`src/rtl/sat_counter.sv`:
```
// Saturating up-counter with synchronous clear.
//   clk, rst_n : clock, async active-low reset
//   clr        : synchronous clear (wins over inc)
//   inc        : count up by one, holds at all-ones
//   q          : count
module sat_counter #(
    parameter int W = 8
) (
    input  logic         clk,
    input  logic         rst_n,
    input  logic         clr,
    input  logic         inc,
    output logic [W-1:0] q
);

    always_ff @(posedge clk or negedge rst_n) begin
        if (!rst_n)
            q <= '0;
        else if (clr)
            q <= '0;
        else if (inc && (q != '1))
            q <= q + 1'b1;
    end

endmodule

```
`config.mk`:
```
export PLATFORM = sky130hd
export DESIGN_NAME = sat_counter
export DESIGN_NICKNAME = d
export VERILOG_FILES = /design/src/rtl/sat_counter.sv
export SDC_FILE = /design/constraint.sdc
export NUM_CORES = 1
export LEC_CHECK = 0
export ABC_AREA = 1
export CORE_AREA = 4 4 41 43
export CTS_BUF_LIST = sky130_fd_sc_hd__clkbuf_4
export DETAILED_ROUTE_END_ITERATION = 7
export DIE_AREA = 0 0 45 47
export PLACE_DENSITY = 0.62
export SETUP_SLACK_MARGIN = 0.15
export SLEW_MARGIN = 15
export SYNTH_ARGS = -nofsm -noshare
export SYNTH_HDL_FRONTEND = slang
export SYNTH_SLANG_ARGS = --single-unit
```
`constraint.sdc`:
```
create_clock -name clk -period 2.15 [get_ports clk]
set_input_delay 0.645 -clock clk [delete_from_list [all_inputs] [get_ports clk]]
set_output_delay 0.645 -clock clk [all_outputs]
set_load 0.02 [all_outputs]
```
* Word-level counts from Yosys, hierarchy flattened *
Index checks and enable logic that the tools add are counted.

word-level totals
  flip-flop bits (word level) = 8
  input bits = 4
  output and inout port bits = 8

cells by class
  $add $sub $neg = 1
  eq/ne operators = 1
  multiplexer cells = 2
  reduce and logical (&&, ||, !) cells = 2

operators by type and width
  kind                                                           number
  8-bit two-way mux                                              2
  8-bit by 1-bit adder with 8-bit output, second input constant  1
  8-bit != test, second input constant                           1
  2-bit nonzero test                                             1
  1-bit logical AND                                              1

* Longest topological paths before layout *
Gate-level depths: netlist of run 1.

  depth after elaboration = 4
  gate-level depth with buffers = 9
  mapped depth without buffers = 9

* Worst setup path after synthesis of run 1 *
OpenSTA, ideal clock, no wires.

  path type = register -> register
  start point = register q[0]
  end point = register q[7]
  data arrival time = 1.250 ns
  slack = 0.787 ns
  cell stages (with the launch flop) = 8
  period minus slack after synthesis = 1.363 ns
  cells stage by stage = dfrtp_1 ha_1 nand2_2 nor2_2 a21oi_1 nand3_1 nand2_1 inv_1

on the way
  longest elaborated chain between the ends = 3

RTL lines
  what                                                                     line    text
  start: declaration                                                       13      output logic [W-1:0] q
  start signal: assignment                                                 22      q <= q + 1'b1;
  8-bit by 1-bit adder with 8-bit output or 8-bit != test (tied branches)  22, 21
  8-bit two-way mux or 1-bit logical AND (tied branches)                   21      else if (inc && (q != '1))
  8-bit two-way mux or 2-bit nonzero test (tied branches)                  n/a

Parallel ways exist; a longest one is shown, timed or not. The select of a mux whose other input is x is not followed.
A chain may end at the register's enable or synchronous reset.

* Worst setup path in the final report of run 1 *
  start point = register q[3]
  end point = output port q[3]

No word-level cell between the ends.

==> out/summary.txt, run 1 <==
period utilization - 0.9188
largest cells by area after synthesis - dfrtp_1 (39%), nand2_1 (18%), nand3_1 (8.8%)
leakage power - 0.3639 nW
Max VDD drop - 0.0003332 V
Pre-antenna DRT Iters - 4
Mapped Area - 511.7 sq um
Final #Nets - 95
Largest Register - q
GRT overflow - 0
Cell Int Power - 0.2467 mW
Longest Clk Path Bufs - 2
GP Congestion - 0.8621
Setup TNS - 0 ps
Max Slew Vio Count - 0
Starting DRT DRC Count - 15
worst reg2reg path startpoint - q[0]
Post-DP HPWL - 890.6 um
Gate power share - 0.169
power per cell area - 513.2 nW/um^2
PortBufs - 11
CP arrival - 1330 ps
reg2reg setup slack - 760 ps
Die ar. - 2115 sq um
Avg WL per Cell - 11.69 um
Post-synth EDFFs - 0
register share of total power - 0.483
crit-path cells - clkdlybuf4s50_1
syn avg cell area - 6.915 sq um
path depth of the worst reg2reg path - 7
# rows - 13
largest area contributor in the netlist - dfrtp_1
Top FF cell, synth - dfrtp_1
Syn Inst Count - 74
CTS clock-pin slew for the worst setup and hold paths - 60 ps
most common cell in the netlist - nand2_1
All-Layer GR Usage - 0.1338
relative slew slack - 0.7325
Top Family by Delay on Critical Path - buffers and inverters
slowest CP cell - clkdlybuf4s50_1
vias in the first global route - 468
fin crit period - 1976 ps
Crit path largest cell delay - 640 ps
Layout fillers - 135
core area - 1301 sq um
status - finished clean
post-synth top area share - 0.3912
cts hold-fix bufs - 0
Root Driver - clkbuf_4
drt total wl - 1204 um
Ys Warns - 0
Clock Latency Late Sink - 260 ps
antenna viol nets, final - 0
startpoint types - flop
Placed Area - 640.6 sq um
Ports - 12
residual DRC count - 0
detailed-route vias per instance - 4.922
Area Overhead vs Synth - 31.05%
Hold Path Depth - 2
global-route wire length before repair - 1980 um
Hold WS - 543.7 ps
DR vias - 507
commonest cells in the netlist - nand2_1 (25), inv_1 (10), nand3_1 (9)
largest net degree at the start of global routing - 9
Post-CTS Setup Bufs - 0
Vert. Die Dim - 47 um
Largest regs - q: 8 flops
Synth cell types - 15
CTS tree - yes
sw frac - 0.2834
unrepaired setup endpoints after global routing - false
Antenna Cells - 0
Post-synth ARST share - 1.000
die width - 45 um
hold_sp - q[6]
critical path type - reg2out
CP max FO - 5
Crit. End Element - primary output
Slew @ Worst Pin - 400.0 ps
final instance area - 670.6 sq um
Fmax - 0.5062 GHz
switching power - 0.09753 mW
syn_nets - 79
clock share of power - 0.348
initial antenna violation count - 0
CTS Buf Count - 3
Worst R2R End - q[7]
Initial Utilization - 0.3933
Min-Delay Endpoint - q[6]
Max H-tree Level - 1
Largest register FFs - 8
Crit path required time - 1500 ps
Worst Path Buf+Inv - 1
Final Hold Fails - 0
Min-Delay Path Class - reg2reg
TritonCTS Sinks - 8
share of cells above drive strength 1 - 0.1136
clock skew - 3.997 ps
CP Launch Point - q[3]
cts repair resizes - 0
Setup violations, final - 0
sequential-to-total area share from yosys stat - 0.3912
Power, Total - 0.3442 mW
Yosys reg bits - 8
max_cap viols - 0
worst register-to-register path, cell delays in order (launching register included):
cell	delay, ps
dfrtp_1	410
ha_1	230
nand2_2	100
nor2_2	50
a21oi_1	280
nand3_1	120
nand2_1	70
inv_1	30
area by class of cell:
class | instances | area (sq um) | area share
clock buffers | 3 | 22.52 | 0.03358
inverters | 11 | 46.29 | 0.06903
multi-input cells | 55 | 265.3 | 0.3955
flip-flops and latches | 8 | 200.2 | 0.2985
well taps | 15 | 18.77 | 0.02799
repair buffers | 11 | 117.6 | 0.1754
per-stage QoR:
step,std cells,setup WS (ps),util
2_1_floorplan,74,786.9,-
3_3_place_gp,100,247.9,0.4923
3_5_place_dp,100,272.7,0.4923
4_1_cts,103,152.5,0.5096
5_1_grt,103,159.0,0.5154
6_report,103,174.5,0.5154
routing by layer:
metal  track usage  wire, um
met1        0.1791       589
met2        0.1977       512
met3       0.02299        71
met4       0.08772        31
met5             0         0
power by group through the flow:
stage	sequential [mW]	clock, mW	combinational [mW]
detailed placement	0.169	0	0.0595
CTS	0.166	0.121	0.0596
floorplan	0.176	0	0.0226
global route	0.167	0.131	0.0649
global placement	0.169	0	0.0600
finish	0.166	0.120	0.0583
how the worst max path moves through the flow:
stage	to	cells past startpoint
final	q[3]	1
after global routing	q[3]	1
after CTS	q[5]	1
after detailed placement	q[1]	6
after global placement	q[1]	6
after floorplan	q[7]	7
cells by family after synthesis:
| kind of cell | share of synthesized area |
|---|---|
| flops | 0.3912 |
| simple gates | 0.3985 |
| fa+ha+maj | 0.02445 |
| compound gates | 0.09534 |
| buf+inv | 0.09048 |
cell usage in the layout, fill, tap and decap left out, drive strengths merged:
cell type | synthesis | routed
nand2 | 28 | 28
a21oi | 5 | 5
nor3 | 2 | 2
clkdlybuf4s50 | 0 | 8
ha | 1 | 1
o21bai | 2 | 2
clkinv | 1 | 1
o21ai | 1 | 1
inv | 10 | 10
clkbuf | 0 | 3
dfrtp | 8 | 8
nor2 | 7 | 7
dlymetal6s2s | 0 | 3
nand3 | 9 | 9
Power figures use the tool's default switching activity.
==> inputs of run 2 (changes only) <==
--- a/config.mk
+++ b/config.mk
@@ -6,13 +6,15 @@
 export NUM_CORES = 1
 export LEC_CHECK = 0
 export ABC_AREA = 1
-export CORE_AREA = 4 4 41 43
+export CORE_AREA = 2 2 39 41
 export CTS_BUF_LIST = sky130_fd_sc_hd__clkbuf_4
 export DETAILED_ROUTE_END_ITERATION = 7
-export DIE_AREA = 0 0 45 47
+export DIE_AREA = 0 0 41 43
 export PLACE_DENSITY = 0.62
+export RECOVER_POWER = 25
 export SETUP_SLACK_MARGIN = 0.15
 export SLEW_MARGIN = 15
 export SYNTH_ARGS = -nofsm -noshare
 export SYNTH_HDL_FRONTEND = slang
 export SYNTH_SLANG_ARGS = --single-unit
+export TNS_END_PERCENT = 50
==> run 2 against run 1 <==
Clock-buffer cell count is the same. Non-clock buffer count is the same. Wire length shrank 6.6%. Die area shrank 17%. Largest cell class unchanged. Via count grew 1.6%. Flip-flop and latch count is the same. Worst setup slack gained 22 ps.
==> out/summary.txt, run 2 (synthesized netlist as in run 1, its figures left out) <==
status - finished clean
relative slew slack - 0.7457 (+0.01320)
Root Driver - clkbuf_4
antenna viol nets, final - 0 (unchanged)
fin crit period - 1953 ps (-22.18 ps)
Layout fillers - 142 (+5.2%)
All-Layer GR Usage - 0.1531 (+0.01939)
die width - 41 um (-8.9%)
Longest Clk Path Bufs - 2 (unchanged)
Largest regs - q: 8 flops
slowest CP cell - clkdlybuf4s50_1
Crit path largest cell delay - 640 ps (about the same)
Top Family by Delay on Critical Path - buffers and inverters
final instance area - 666.9 sq um (-0.56%)
Antenna Cells - 0 (unchanged)
Ports - 12 (unchanged)
startpoint types - flop
vias in the first global route - 439 (-6.2%)
most frequent cells in the layout - nand2_1 (25), inv_1 (10), nand3_1 (9), clkdlybuf4s50_1 (9), dfrtp_1 (8)
Max VDD drop - 0.0002123 V (-36%)
Power, Total - 0.3352 mW (-2.6%)
CTS clock-pin slew for the worst setup and hold paths - 60 ps (about the same)
Final #Nets - 95 (unchanged)
Max Slew Vio Count - 0 (unchanged)
sw frac - 0.2650 (-0.01841)
Slew @ Worst Pin - 380.2 ps (-19.80 ps)
GRT overflow - 0 (unchanged)
unrepaired setup endpoints after global routing - true
most common cell after layout, fill and taps aside - nand2_1
DR vias - 515 (+1.6%)
Initial Utilization - 0.3698 (-0.02347)
worst reg2reg path startpoint - q[0]
crit-path cells - clkdlybuf4s50_1
WP depth - 1 (unchanged)
residual DRC count - 0 (unchanged)
GP Congestion - 0.8453 (-1.9%)
# rows - 14 (+1)
register share of total power - 0.495 (+0.012)
initial antenna violation count - 0 (unchanged)
Cell Int Power - 0.2464 mW (-0.12%)
clock share of power - 0.331 (-0.017)
Placed Area - 641.9 sq um (+0.20%)
drt total wl - 1124 um (-6.6%)
CP Launch Point - q[5]
Vert. Die Dim - 43 um (-8.5%)
Final Hold Fails - 0 (unchanged)
Area Overhead vs Synth - 30.32%
critical path type - reg2out
met1 Resource Use GR - 0.2226 (+0.04352)
Hold Path Depth - 2 (unchanged)
Worst R2R End - q[7]
Min-Delay Path Class - reg2reg
gr busiest metal - met1
max_cap viols - 0 (unchanged)
Worst Path Buf+Inv - 1 (unchanged)
Die ar. - 1763 sq um (-17%)
utilization after layout - 0.4819 (-0.03347)
period utilization - 0.9085 (-0.01032)
TritonCTS Sinks - 8 (unchanged)
Post-DP HPWL - 931.3 um (+4.6%)
largest net degree at the start of global routing - 9 (unchanged)
reg2reg setup slack - 770 ps (about the same)
critical path capture point - q[5]
met2 GRT Util - 0.2063 (+0.008510)
core area - 1384 sq um (+6.3%)
Pre-antenna DRT Iters - 4 (unchanged)
Gate power share - 0.173 (+0.004)
CP max FO - 7 (+2)
Largest Register - q
Setup TNS - 0 ps (unchanged)
clock skew - 6.154 ps (+2.157 ps)
global-route wire length before repair - 1787 um (-9.7%)
CTS tree - yes
power per cell area - 502.6 nW/um^2 (-2.1%)
PortBufs - 11 (unchanged)
Finished Layout Cells - 104 (+0.97%)
CTS Buf Count - 3 (unchanged)
Clock Latency Late Sink - 250 ps (about the same)
share of cells above drive strength 1 - 0.1136 (unchanged)
leakage power - 0.3325 nW (-8.6%)
Crit. End Element - primary output
detailed-route vias per instance - 4.952 (+0.60%)
Setup violations, final - 0 (unchanged)
grt met3 use - 0.03141 (+0.008425)
Crit path required time - 1500 ps (about the same)
Largest register FFs - 8 (unchanged)
Inst Count DP - 101 (+1.0%)
Fmax - 0.5119 GHz (+1.1%)
Max H-tree Level - 1 (unchanged)
Starting DRT DRC Count - 13 (-2)
Avg WL per Cell - 10.81 um (-7.5%)
switching power - 0.08881 mW (-8.9%)
path depth of the worst reg2reg path - 7 (unchanged)
CP arrival - 1310 ps (-20 ps)
run 2: changes by cell type in the layout (fill, tap and decap cells not counted):
| cell | delta |
|---|---|
| clkdlybuf4s50_1 | +1 |
| dlygate4sd3_1 | +1 |
| dlymetal6s2s_1 | -2 |
run 2: per-layer routing:
layer  wire [um]  vias to the layer above
li1            -                      263
met1         564                      240
met2         537                       12
met3          22                        0
met4           0                        0
met5           0                        -
run 2: worst min path at each step:
stage	startpoint	end	slack, ps
floorplan	rst_n	q[0]	350
global placement	q[1]	q[1]	550
detailed placement	q[6]	q[6]	540
CTS	q[6]	q[6]	550
global route	q[6]	q[6]	580
finish	q[1]	q[1]	540
run 2: area by class of cell:
class	count	area (sq um)	share of cell area
Sequential cell	8	200.2	0.3002
Tap cell	16	20.02	0.03002
Inverter	11	46.29	0.06942
Clock buffer	3	22.52	0.03377
Multi-Input combinational cell	55	265.3	0.3977
Timing Repair Buffer	11	112.6	0.1689
run 2: stage by stage:
step	worst slack, ps	hold WS, ps
6_report	196.7	544.8
5_1_grt	128.8	578.1
4_1_cts	157.8	548.3
3_5_place_dp	326.8	536.0
3_3_place_gp	297.9	545.2
2_1_floorplan	786.9	349.4
run 2: power by group through the flow:
stage / Clock (mW) / Sequential (mW) / Combinational [mW]
detailed placement: 0 / 0.169 / 0.0590
CTS: 0.118 / 0.166 / 0.0592
floorplan: 0 / 0.176 / 0.0226
global route: 0.126 / 0.168 / 0.0629
finish: 0.111 / 0.166 / 0.0581
global placement: 0 / 0.169 / 0.0599
run 2: timing repair:
item	4_1_cts	5_1_grt
buffers inserted	0	0
endpoints found under the setup margin	0	3
hold buffers	0	0
gates resized for setup	0	1
==> inputs of run 3 (changes only) <==
--- a/config.mk
+++ b/config.mk
@@ -6,11 +6,12 @@
 export NUM_CORES = 1
 export LEC_CHECK = 0
 export ABC_AREA = 1
-export CORE_AREA = 2 2 39 41
+export CAP_MARGIN = 10
+export CORE_MARGIN = 2
+export CORE_UTILIZATION = 30
 export CTS_BUF_LIST = sky130_fd_sc_hd__clkbuf_4
 export DETAILED_ROUTE_END_ITERATION = 7
-export DIE_AREA = 0 0 41 43
-export PLACE_DENSITY = 0.62
+export PLACE_DENSITY = 0.51
 export RECOVER_POWER = 25
 export SETUP_SLACK_MARGIN = 0.15
 export SLEW_MARGIN = 15
==> run 3 against run 2 <==
Global-route usage grew 0.46 points. Via count shrank 0.19%. Register-to-register slack lost 20 ps. Core utilization shrank 5.5 points. Clock power grew 9%. Total power grew 2.6%. Combinational power shrank 2%. Critical path depth is the same. Worst setup slack gained 14 ps. Wire length grew 7.9%. Largest cell class unchanged. Largest power group unchanged.
==> out/summary.txt, run 3 (synthesized netlist as in run 1, its figures left out) <==
status - finished clean
switching power - 0.09848 mW (+11%)
CTS Buf Count - 3 (unchanged)
share of cells above drive strength 1 - 0.1136 (unchanged)
GRT overflow - 0 (unchanged)
Die ar. - 2052 sq um (+16%)
Post-DP HPWL - 928.3 um (-0.32%)
CP arrival - 1290 ps (-20 ps)
Largest Register - q
GP Congestion - 0.8531 (+0.92%)
clock share of power - 0.350 (+0.019)
critical path type - reg2out
Setup violations, final - 0 (unchanged)
largest net degree at the start of global routing - 9 (unchanged)
Antenna Cells - 0 (unchanged)
core area - 1559 sq um (+13%)
Final Hold Fails - 0 (unchanged)
Final #Nets - 95 (unchanged)
Post-CTS Setup Bufs - 0 (unchanged)
Placed Area - 641.9 sq um (unchanged)
Max H-tree Level - 1 (unchanged)
pre-CTS WS - 290.0 ps (-36.80 ps)
Crit. End Element - primary output
Power, Total - 0.3440 mW (+2.6%)
drt total wl - 1213 um (+7.9%)
Vert. Die Dim - 45.30 um (+5.3%)
Cell Int Power - 0.2455 mW (-0.35%)
Avg WL per Cell - 11.66 um (+7.9%)
Setup TNS - 0 ps (unchanged)
die width - 45.30 um (+10%)
CTS tree - yes
Longest Clk Path Bufs - 2 (unchanged)
Fmax - 0.5156 GHz (+0.71%)
# rows - 14 (unchanged)
power per cell area - 516.8 nW/um^2 (+2.8%)
Gate power share - 0.165 (-0.008)
register share of total power - 0.484 (-0.011)
Starting DRT DRC Count - 22 (+9)
vias in the first global route - 521 (+19%)
Largest regs - q: 8 flops
period utilization - 0.9021 (-0.006390)
All-Layer GR Usage - 0.1577 (+0.004577)
cts repair resizes - 1 (+1)
Pre-antenna DRT Iters - 4 (unchanged)
detailed-route vias per instance - 4.942 (-0.19%)
cts hold-fix bufs - 0 (unchanged)
DR vias - 514 (-0.19%)
final instance area - 665.6 sq um (-0.19%)
crit-path cells - clkdlybuf4s50_1
leakage power - 0.3353 nW (+0.82%)
fin crit period - 1940 ps (-13.74 ps)
clock skew - 0.3498 ps (-5.805 ps)
Worst Path Buf+Inv - 1 (unchanged)
residual DRC count - 0 (unchanged)
Initial Utilization - 0.3283 (-0.04155)
Max VDD drop - 0.0002328 V (+9.7%)
global-route wire length before repair - 2249 um (+26%)
Root Driver - clkbuf_4
most frequent cells in the layout - nand2_1 (25), inv_1 (10), nand3_1 (9)
Area Overhead vs Synth - 30.07%
Top Family by Delay on Critical Path - buffers and inverters
unrepaired setup endpoints after global routing - true
CTS clock-pin slew for the worst setup and hold paths - 60 ps (about the same)
final worst slack - 210.4 ps (+13.74 ps)
Crit path largest cell delay - 630 ps (about the same)
Largest register FFs - 8 (unchanged)
antenna viol nets, final - 0 (unchanged)
startpoint types - flop
most common cell after layout, fill and taps aside - nand2_1
sw frac - 0.2863 (+0.02133)
Clock Latency Late Sink - 260 ps (about the same)
PortBufs - 11 (unchanged)
Ports - 12 (unchanged)
Min-Delay Path Class - reg2reg
Crit path required time - 1500 ps (about the same)
TritonCTS Sinks - 8 (unchanged)
max_cap viols - 0 (unchanged)
initial antenna violation count - 0 (unchanged)
relative slew slack - 0.7463 (about the same)
reg2reg setup slack - 750 ps (-20 ps)
Max Slew Vio Count - 0 (unchanged)
Slew @ Worst Pin - 379.3 ps (-0.9222 ps)
CP max FO - 5 (-2)
slowest CP cell - clkdlybuf4s50_1
run 3: cell types whose count changed in the layout (fill, tap and decap cells not counted):
cell / delta
clkdlybuf4s50_1: -1
dlygate4sd2_1: +1
run 3: final timing paths:
path	startpoint	cells past startpoint	end
setup / recovery	q[1]	1	q[1]
hold / removal	q[4]	2	q[4]
setup reg to reg	q[0]	7	q[7]
hold reg to reg	q[4]	2	q[4]
max in group asynchronous	rst_n	1	q[7]
min in group asynchronous	rst_n	1	q[1]
run 3: layout make-up:
type,count,area [sq um]
Clock buffer,3,22.52
Fill cell,166,893.4
Inverter,11,46.29
Multi-Input combinational cell,55,265.3
Sequential cell,8,200.2
Tap cell,16,20.02
Timing Repair Buffer,11,111.4
run 3: per-stage QoR:
step,instances,utilization,hold WS (ps)
2_1_floorplan,74,-,349.4
3_3_place_gp,101,0.4117,537.3
3_5_place_dp,101,0.4117,533.9
4_1_cts,104,0.4254,559.0
5_1_grt,104,0.4270,597.8
6_report,104,0.4270,548.2
run 3: tightest hold or removal path, cell delays in order, from the launching register on:
cell	delay [ps]
dfrtp_1	400
nand2_1	70
nand2_1	40
run 3: metal layers:
layer / global-route usage / vias to the layer above / routed length (um)
met5: 0 / - / 0
met4: 0.1059 / 0 / 39
met3: 0.04400 / 5 / 51
met2: 0.2200 / 9 / 512
met1: 0.2094 / 235 / 610
li1: - / 265 / -
run 3: power by group through the flow:
stage,registers (mW),logic (mW),clock network (mW)
after detailed placement,0.170,0.0590,0
after global routing,0.168,0.0632,0.133
after floorplan,0.176,0.0226,0
final,0.167,0.0569,0.121
after global placement,0.169,0.0604,0
after CTS,0.167,0.0584,0.123
